<file path="src/rtl/niosvprocessor_sram_arb_pkg.sv">
// Shared types and default sizes for the Nios V on-chip SRAM arbiter.
package niosvprocessor_sram_arb_pkg;

  localparam int          DEF_ADDR_W = 17;
  localparam int          DEF_DATA_W = 32;
  localparam int unsigned DEF_WORDS  = 125000;

  typedef enum logic {
    PORT_A = 1'b0,
    PORT_B = 1'b1
  } port_id_t;

  typedef enum logic [1:0] {
    RUN   = 2'd0,
    DRAIN = 2'd1,
    HALT  = 2'd2
  } arb_state_t;

  // One in-flight read: valid flag, owning port, out-of-range flag.
  typedef struct packed {
    logic     vld;
    port_id_t id;
    logic     oor;
  } rd_pipe_t;

endpackage

</file>
<file path="src/rtl/niosvprocessor_sram_rr_arb.sv">
// Two-way grant logic with a last-grant register; round-robin or fixed A-priority.
module niosvprocessor_sram_rr_arb
  import niosvprocessor_sram_arb_pkg::*;
#(
  parameter bit FIXED_PRIORITY = 1'b0
) (
  input  logic     clk,
  input  logic     reset,
  input  logic     req_a,
  input  logic     req_b,
  input  logic     grant_en,
  output logic     gnt_a,
  output logic     gnt_b,
  output port_id_t gnt_id
);

  port_id_t last_grant;

  always_comb begin
    // NOTE: every output gets a default first so no path leaves it unassigned (no latch).
    gnt_a = 1'b0;
    gnt_b = 1'b0;
    if (grant_en) begin
      if (req_a && req_b) begin
        // Under contention A wins when it did not win last time, or always with fixed priority.
        if (FIXED_PRIORITY || last_grant == PORT_B) gnt_a = 1'b1;
        else                                        gnt_b = 1'b1;
      end else begin
        gnt_a = req_a;
        gnt_b = req_b;
      end
    end
    gnt_id = gnt_b ? PORT_B : PORT_A;
  end

  always_ff @(posedge clk) begin
    // NOTE: state uses non-blocking assignments; reset is synchronous, sampled on the clock edge.
    if (reset)      last_grant <= PORT_B;
    else if (gnt_a) last_grant <= PORT_A;
    else if (gnt_b) last_grant <= PORT_B;
  end

endmodule

</file>
<file path="src/rtl/niosvprocessor_sram_arbiter.sv">
// Two-master arbiter for the single-port SRAM with read-return steering and reset_req sequencing.
module niosvprocessor_sram_arbiter
  import niosvprocessor_sram_arb_pkg::*;
#(
  parameter int          ADDR_W         = DEF_ADDR_W,
  parameter int          DATA_W         = DEF_DATA_W,
  parameter int unsigned WORDS          = DEF_WORDS,
  parameter bit          FIXED_PRIORITY = 1'b0
) (
  input  logic                clk,
  input  logic                reset,
  input  logic [ADDR_W-1:0]   a_address,
  input  logic [DATA_W/8-1:0] a_byteenable,
  input  logic                a_read,
  input  logic                a_write,
  input  logic [DATA_W-1:0]   a_writedata,
  output logic                a_waitrequest,
  output logic                a_readdatavalid,
  output logic [DATA_W-1:0]   a_readdata,
  input  logic [ADDR_W-1:0]   b_address,
  input  logic [DATA_W/8-1:0] b_byteenable,
  input  logic                b_read,
  input  logic                b_write,
  input  logic [DATA_W-1:0]   b_writedata,
  output logic                b_waitrequest,
  output logic                b_readdatavalid,
  output logic [DATA_W-1:0]   b_readdata,
  output logic [ADDR_W-1:0]   sram_address,
  output logic [DATA_W/8-1:0] sram_byteenable,
  output logic                sram_chipselect,
  output logic                sram_write,
  output logic [DATA_W-1:0]   sram_writedata,
  output logic                sram_clken,
  output logic                sram_reset_req,
  input  logic [DATA_W-1:0]   sram_readdata,
  input  logic                reset_req_in,
  output logic                reset_ack
);

  arb_state_t state, state_next;
  rd_pipe_t   rd_q, rd_d;
  logic       grant_en, gnt_a, gnt_b, any_gnt;
  port_id_t   gnt_id;
  logic       win_read, win_write, win_oor;
  logic [DATA_W-1:0] rd_data;

  always_comb begin
    state_next = state;
    unique case (state)
      RUN:     if (reset_req_in) state_next = DRAIN;
      DRAIN:   if (!reset_req_in) state_next = RUN;
               else if (!rd_q.vld) state_next = HALT;
      HALT:    if (!reset_req_in) state_next = RUN;
      default: state_next = RUN;
    endcase
  end

  always_ff @(posedge clk) begin
    if (reset) state <= RUN;
    else       state <= state_next;
  end

  // Decoding the next state lets the cycle that raises reset_req_in already block grants.
  assign grant_en = !reset && (state == RUN) && (state_next == RUN);

  niosvprocessor_sram_rr_arb #(
    .FIXED_PRIORITY(FIXED_PRIORITY)
  ) u_rr_arb (
    .clk     (clk),
    .reset   (reset),
    .req_a   (a_read | a_write),
    .req_b   (b_read | b_write),
    .grant_en(grant_en),
    .gnt_a   (gnt_a),
    .gnt_b   (gnt_b),
    .gnt_id  (gnt_id)
  );

  assign any_gnt         = gnt_a | gnt_b;
  assign sram_address    = gnt_b ? b_address    : a_address;
  assign sram_byteenable = gnt_b ? b_byteenable : a_byteenable;
  assign sram_writedata  = gnt_b ? b_writedata  : a_writedata;
  assign win_read        = gnt_b ? b_read       : a_read;
  assign win_write       = gnt_b ? b_write      : a_write;
  assign win_oor         = 32'(sram_address) >= WORDS;

  // Out-of-range accesses are still accepted, but never reach the memory.
  assign sram_chipselect = any_gnt && !win_oor;
  assign sram_write      = sram_chipselect && win_write;
  assign a_waitrequest   = !gnt_a;
  assign b_waitrequest   = !gnt_b;

  assign rd_d.vld = any_gnt && win_read;
  assign rd_d.id  = gnt_id;
  assign rd_d.oor = win_oor;

  always_ff @(posedge clk) begin
    if (reset) rd_q <= '0;
    else       rd_q <= rd_d;
  end

  assign rd_data         = rd_q.oor ? '0 : sram_readdata;
  assign a_readdatavalid = !reset && rd_q.vld && (rd_q.id == PORT_A);
  assign b_readdatavalid = !reset && rd_q.vld && (rd_q.id == PORT_B);
  assign a_readdata      = a_readdatavalid ? rd_data : '0;
  assign b_readdata      = b_readdatavalid ? rd_data : '0;

  assign sram_clken     = reset || (state != HALT);
  assign sram_reset_req = !reset && (state == HALT);
  assign reset_ack      = !reset && (state == HALT);

endmodule

</file>
<file path="config.mk">
export PLATFORM = sky130hd
export DESIGN_NAME = niosvprocessor_sram_arbiter
export DESIGN_NICKNAME = d
export VERILOG_FILES = /design/src/rtl/niosvprocessor_sram_arb_pkg.sv /design/src/rtl/niosvprocessor_sram_rr_arb.sv /design/src/rtl/niosvprocessor_sram_arbiter.sv
export SDC_FILE = /design/constraint.sdc
export NUM_CORES = 1
export LEC_CHECK = 0
export ABC_AREA = 1
export CAP_MARGIN = 5
export CORE_AREA = 2 2 104 106
export CTS_CLUSTER_SIZE = 12
export DETAILED_ROUTE_END_ITERATION = 8
export DIE_AREA = 0 0 106 108
export HOLD_SLACK_MARGIN = 0.05
export PLACE_DENSITY = 0.61
export SLEW_MARGIN = 20
export SYNTH_ARGS = -nofsm -noshare
export SYNTH_HDL_FRONTEND = slang
export SYNTH_SLANG_ARGS = --single-unit
</file>
<file path="constraint.sdc">
create_clock -name clk -period 2.1 [get_ports clk]
set_clock_uncertainty 0.15 [all_clocks]
set_input_delay 0.42 -clock clk [delete_from_list [all_inputs] [get_ports clk]]
set_output_delay 0.42 -clock clk [all_outputs]
set_load 0.05 [all_outputs]
</file>
==> impl_metrics.ini, run 1 <==
[grt]
grt_pass1_vias = 4006
busiest_layer = met2
grt_antenna_before_repair = 1
use_met3 = 0.0657
use_met2 = 0.437
grt_start_max_net_pins = 29
grt-ovfl-total = 0
grt_pass1_wl_um = 20300
use_met1 = 0.224
track_usage = 0.226

[power]
p_total_w = 0.00196
p_leak_nw = 3.57
power_density_mw_per_mm2 = 238
irDropWorstVdd_v = 0.000187

[synthesis]
syn-instance-count = 381
yosysWarningCount = 0
synth_nets = 526
seq_area_frac_synth = 0.0693
syn-mean-instance-area_um2 = 4.55
synth_seq_cells = 6
netlist_area_mm2 = 0.00173
synth_cell_types = 23

[timing]
slew_viol_final = 0
min_period_over_period = 1.33
rsz0062_at_grt = true
finalHoldViolCount = 0
fmax_mhz = 357
layout_min_cycle_time_ns = 2.80
setup_viol = 116
tightestPinTransition_ns = 0.455
setup_slack_ns = -0.703
relSlewSlack = 0.694

[die]
initial_core_util = 0.169
core-area_mm2 = 0.0102
rows = 37
die_area_mm2 = 0.0114
boundaryPins = 271
die_w_um = 106
die_h_um = 108

[cts]
cts-buffers-inserted = 3
cts_tree = yes
cts_root_buf = clkbuf_8
htree_levels = 1
cts_buffer_depth = 2
clk_latency_ns = 0.23
clock-sinks = 6
clkTransAtPathRegs_ns = 0.03

[setup_path]
cp_common_cell = nand2_2
worstPathMaxFanout = 7
endpoint_kind = output port
crit_path_cell_trace = buf_2 -> nor2_4 -> nor2_4 -> buf_4 -> inv_2 -> nand2_4 -> nand2_2 -> nand2_2 -> nor2_1 -> nand2_2 -> nor2_2 -> nand2_2 -> nand3_4 -> clkinvlp_4 -> buf_12
crit_type = primary input to output port
arrival_ns = 2.23
critPathMaxStageDelay_ns = 0.20
worst_ep_required_time_ns = 1.53
critPathTopFamily = simple AND/OR/NAND/NOR gates
critPathSlowestCell = nor2_2
startpoint_type = primary input
cp_num_buf_inv = 5

[route]
dr_total_vias = 3829
wl_per_cell_um = 16.8
dr.pass1.iters = 4
wirelength_um = 14400
drt_iter0_markers = 109
drtAntennaViolNets = 0
drt-vias-per-instance = 4.48
drc = 0

[finish]
final_nets = 863
area_delta_synth_final_pct = 376
final_util = 0.806
multi_input_area_mm2 = 0.00262
final_common_cell = clkdlybuf4s50_1
seq_area_um2 = 128
drive_above_1_share = 0.612
final_cell_mix = clkdlybuf4s50_1 (138), buf_12 (134), nor3_4 (66)
nFillCells = 569

[placed_design]
place_congestion = 0.827
dp_hpwl_um = 10400
io_buffers = 270

[flow_run]
drv_cap = 0

[hold_path]
min_path_type = primary input to flop

[status]
violations = negative setup slack
status = finished, violations left
==> logic make-up after synthesis <==
logic type,Yosys count,synth area share
buf+inv,103,0.240
simple gates,259,0.642
flops,6,0.0693
compound gates,13,0.0484
==> repair_timing <==
action | 4_1_cts | 5_1_grt
endpoints found under the setup margin | 127 | 120
gates resized for setup | 140 | 83
setup buffers | 28 | 22
pin swaps | 48 | 46
hold buffers | 0 | 0
gates cloned | 10 | 1
==> routing by layer <==
layer	up-vias	wire, um
met4	0	643
met2	201	7840
li1	1822	-
met1	1770	4630
met5	-	0
met3	36	1230
==> cell type report <==
class / instances / share of cell area
diodes: 1 / 0.000304
clock buffers: 4 / 0.00546
inverters: 78 / 0.0375
multi-input cells: 273 / 0.318
flip-flops and latches: 6 / 0.0155
well taps: 136 / 0.0206
repair buffers: 356 / 0.602
==> power by group <==
part	internal (W)	total [W]	switching, W	leakage (nW)
sequential	0.000120	0.000126	0.00000693	0.0511
combinational	0.000823	0.00165	0.000823	3.49
clock	0.000131	0.000189	0.0000580	0.0228
total	0.00107	0.00196	0.000888	3.57
==> synthesized netlist by cell type <==
library cell,instances,area [um2]
buf_4,1,7.51
nand3_2,2,20.0
dfxtp_1,6,120
inv_1,78,293
buf_2,3,15.0
nand3_1,2,10.0
buf_6,3,33.8
a21oi_1,3,15.0
nor2_2,5,31.3
nand2_4,1,11.3
o21ai_2,3,26.3
nand2_1,165,619
buf_1,1,3.75
nor2_4,2,22.5
o21ai_1,3,15.0
nand2_2,2,12.5
a211oi_1,1,7.51
nor2_1,12,45.0
o211ai_1,1,7.51
o21bai_1,1,7.51
o21ai_0,1,5.00
nor3_1,68,340
clkbuf_1,17,63.8
==> tightest hold or removal path, cell delays in order <==
cell and delay [ns]:
buf_6 0.10, nand2_1 0.05, a21oi_1 0.06
==> per-stage QoR <==
stage / instance area [um2] / cells / setup TNS [ns] / worst slack (ns) / hold WS, ns
floorplan: 2880 / 381 / -16.60 / -0.372 / 0.332
finish: 8240 / 854 / -21.59 / -0.703 / 0.306
global placement: 7070 / 804 / -52.10 / -0.785 / 0.369
global route: 8240 / 854 / -29.24 / -0.802 / 0.315
detailed placement: 7070 / 804 / -54.99 / -0.832 / 0.387
CTS: 7930 / 845 / -14.29 / -0.451 / 0.302
==> state kept, by name, summed over array words and instances (netlist names) <==
register and cells:
rd_q 3, state 2, u_rr_arb.last_grant 1
==> final timing paths <==
kind,from,end,slack [ns],depth (start not counted)
setup / recovery,a_write,sram_chipselect,-0.70,15
hold / removal,a_read,rd_q[2],0.31,3
setup reg to reg,state[0],rd_q[0],-0.24,14
hold reg to reg,state[0],state[1],0.42,2
(Power assumes the default switching activity.)
==> inputs of run 2 (changes only) <==
Settings changed: ABC_AREA 1 to not set, CORE_AREA 2 2 104 106 to 2 2 106 108, DIE_AREA 0 0 106 108 to 0 0 108 110, PLACE_DENSITY 0.61 to 0.57.
==> impl_metrics.ini, run 2 <==
[finish]
area_delta_synth_final_pct = 380
nFillCells = 783
drive_above_1_share = 0.607
diodes = 0
final_nets = 788
top_regs = rd_q: 3 flops, state: 2 flops, u_rr_arb.last_grant: 1 flops
final_common_cell = clkdlybuf4s50_1
largest_reg_flops = 3
final_cell_mix = clkdlybuf4s50_1 (133), buf_12 (84), nor2_4 (66)
finish.instance_area_mm2 = 0.00739
regMostFlops = rd_q

[power]
irDropWorstVdd_v = 0.000187
p_switching_w = 0.000816
seqPwrFrac = 0.070
power_density_mw_per_mm2 = 239
swShare = 0.463
p_int_w = 0.000947
p_comb_frac = 0.828
p_leak_nw = 3.31
pwr-share-clk = 0.101

[die]
boundaryPins = 271
rows = 38
die_area_mm2 = 0.0119
core-area_mm2 = 0.0107
die_w_um = 108
die_h_um = 110
initial_core_util = 0.144

[synthesis]
synthTopCellsByArea = nand2_1 (38%), nor2_1 (16%), nand2b_1 (14%)
synthSimpleGateAreaFrac = 0.763
synth_seq_cells = 6
yosysTopAreaCell = nand2_1
yosysWarningCount = 0
syn-mean-instance-area_um2 = 4.75
synthTopCellsByCount = nand2_1 (156), nor2_1 (67), nand2b_1 (35)
synthArstFlopShare = 0
synthAdderAreaFrac = 0
synth_top_family_by_area = simple AND/OR/NAND/NOR gates
seq_area_frac_synth = 0.0780
synth_compound_area_frac = 0.0747
synth-xor-area-share = 0
synth.area.mux_share = 0.0162
netlist_area_mm2 = 0.00154
synth_cell_types = 33
synth_nets = 469
netlist.area_leader.share = 0.380
syn-instance-count = 324
synth_most_common_cell = nand2_1
synth_edf_count = 0
yosys_most_used_dff = dfxtp_1

[cts]
clk_latency_ns = 0.23
cts_tree = yes
clock-sinks = 6
cts-buffers-inserted = 3
cts-hold-fix-buffers = 0
cts_buffer_depth = 2
clkTransAtPathRegs_ns = 0.04
cts_root_buf = clkbuf_8
htree_levels = 1

[grt]
grt-ovfl-total = 0
track_usage = 0.194
grt_start_max_net_pins = 39
grt_pass1_wl_um = 17900
grt_pass1_vias = 3258
grt_antenna_before_repair = 0

[route]
drc = 0
dr_total_vias = 3404
drtAntennaViolNets = 0
routed-wl-met2_um = 7380
wl_per_cell_um = 17.3
met1_length_um = 4600
wirelength_um = 13500
met3_length_um = 1320
drt_iter0_markers = 51
top_layer_used = met4
drt-vias-per-instance = 4.36
dr.pass1.iters = 4

[timing]
finalHoldViolCount = 0
tightestPinTransition_ns = 0.331
relSlewSlack = 0.779
slew_viol_final = 0
min_period_over_period = 1.39
rsz0062_at_grt = true
setup_viol = 113
setup_slack_ns = -0.813
layout_min_cycle_time_ns = 2.91
fmax_mhz = 343

[setup_path]
critPathSlowestCell = or4_4
startpoint_type = primary input
rr_worst_depth = 7
endpoint_kind = output port
crit_type = primary input to output port
worst_ep_required_time_ns = 1.53
reg2reg_slack_ns = -0.15
rr_startpoint = state[1]
critPathMaxStageDelay_ns = 0.56
regToRegEndpoint = rd_q[0]
crit_path_cell_trace = buf_6 -> or4_4 -> nor3_4 -> inv_2 -> mux2_4 -> o211a_4 -> a2111oi_4 -> buf_12
arrival_ns = 2.34
worstPathMaxFanout = 3

[placed_design]
io_buffers = 270
place_ws_ns = -1.16
place_congestion = 0.837
dp_hpwl_um = 9800
dpl_cell_area_mm2 = 0.00562

[status]
violations = negative setup slack
status = finished, violations left

[hold_path]
min_path_type = flop to flop
hold_path_depth = 2
min_from = state[1]
whs_endpoint = state[0]

[flow_run]
drv_cap = 0
[run 2: cell count changes after synthesis, sizes merged, moves of 4 or more]
cell    delta
nor2      +48
nand2     -12
o21ai      -5
buf        -6
nand2b    +35
inv       -73
nand3      -4
nor3      -66
[run 2: how the worst max path moves through the flow]
stage,start,to,slack (ns),cells past startpoint
2_1_floorplan,reset,sram_write,-1.01,6
3_3_place_gp,a_address[7],sram_write,-1.15,8
3_5_place_dp,reset,sram_write,-1.16,7
4_1_cts,state[0],sram_write,-1.02,7
5_1_grt,reset_req_in,sram_write,-0.88,8
6_report,reset_req_in,sram_write,-0.81,8
[run 2: metrics by stage]
stage | utilization | setup TNS, ns | total power [W] | cells | hold slack (ns)
floorplan | - | -17.53 | 0.000719 | 324 | 0.312
global placement | 0.525 | -76.27 | 0.00126 | 741 | 0.373
detailed placement | 0.525 | -77.12 | 0.00127 | 741 | 0.386
CTS | 0.594 | -35.90 | 0.00157 | 759 | 0.398
global route | 0.691 | -41.55 | 0.00184 | 781 | 0.447
finish | 0.691 | -35.37 | 0.00176 | 781 | 0.408
[run 2: repair_timing]
action	4_1_cts	5_1_grt
setup endpoints to repair	126	124
pin swaps	51	97
buffers inserted	11	20
gates cloned	5	8
gates resized for setup	128	217
[run 2: final cells by class]
cell class                 count  area (um2)  area share
multi-input combinational    291        2450       0.332
timing repair buffer         336        4580       0.620
tap                          140         175      0.0237
inverter                       5        22.5     0.00305
sequential                     6         121      0.0164
clock buffer                   3        41.3     0.00559
[run 2: metal layers]
| metal | vias up | track usage |
|---|---|---|
| met4 | 0 | 0.0485 |
| met5 | - | 0 |
| met2 | 186 | 0.362 |
| li1 | 1637 | - |
| met3 | 18 | 0.0647 |
| met1 | 1563 | 0.210 |
[run 2: kinds of logic after synthesis]
family	count (synthesis)
multiplexers	2
AO/OA/AOI/OAI	15
AND/OR/NAND/NOR	274
buffers and inverters	27
flip-flops	6
[run 2: worst max-delay path, delay by kind of cell]
kind | cells | cell delay [ns]
AND/OR/NAND/NOR | 2 | 0.72
buffers and inverters | 3 | 0.37
AO/OA/AOI/OAI | 2 | 0.52
multiplexers | 1 | 0.31
[run 2: power groups by stage]
stage	Combinational, W	Clock [W]	Sequential [W]
finish	0.00146	0.000179	0.000124
global route	0.00152	0.000189	0.000124
CTS	0.00126	0.000185	0.000124
detailed placement	0.00114	0	0.000125
global placement	0.00114	0	0.000125
floorplan	0.000594	0	0.000125
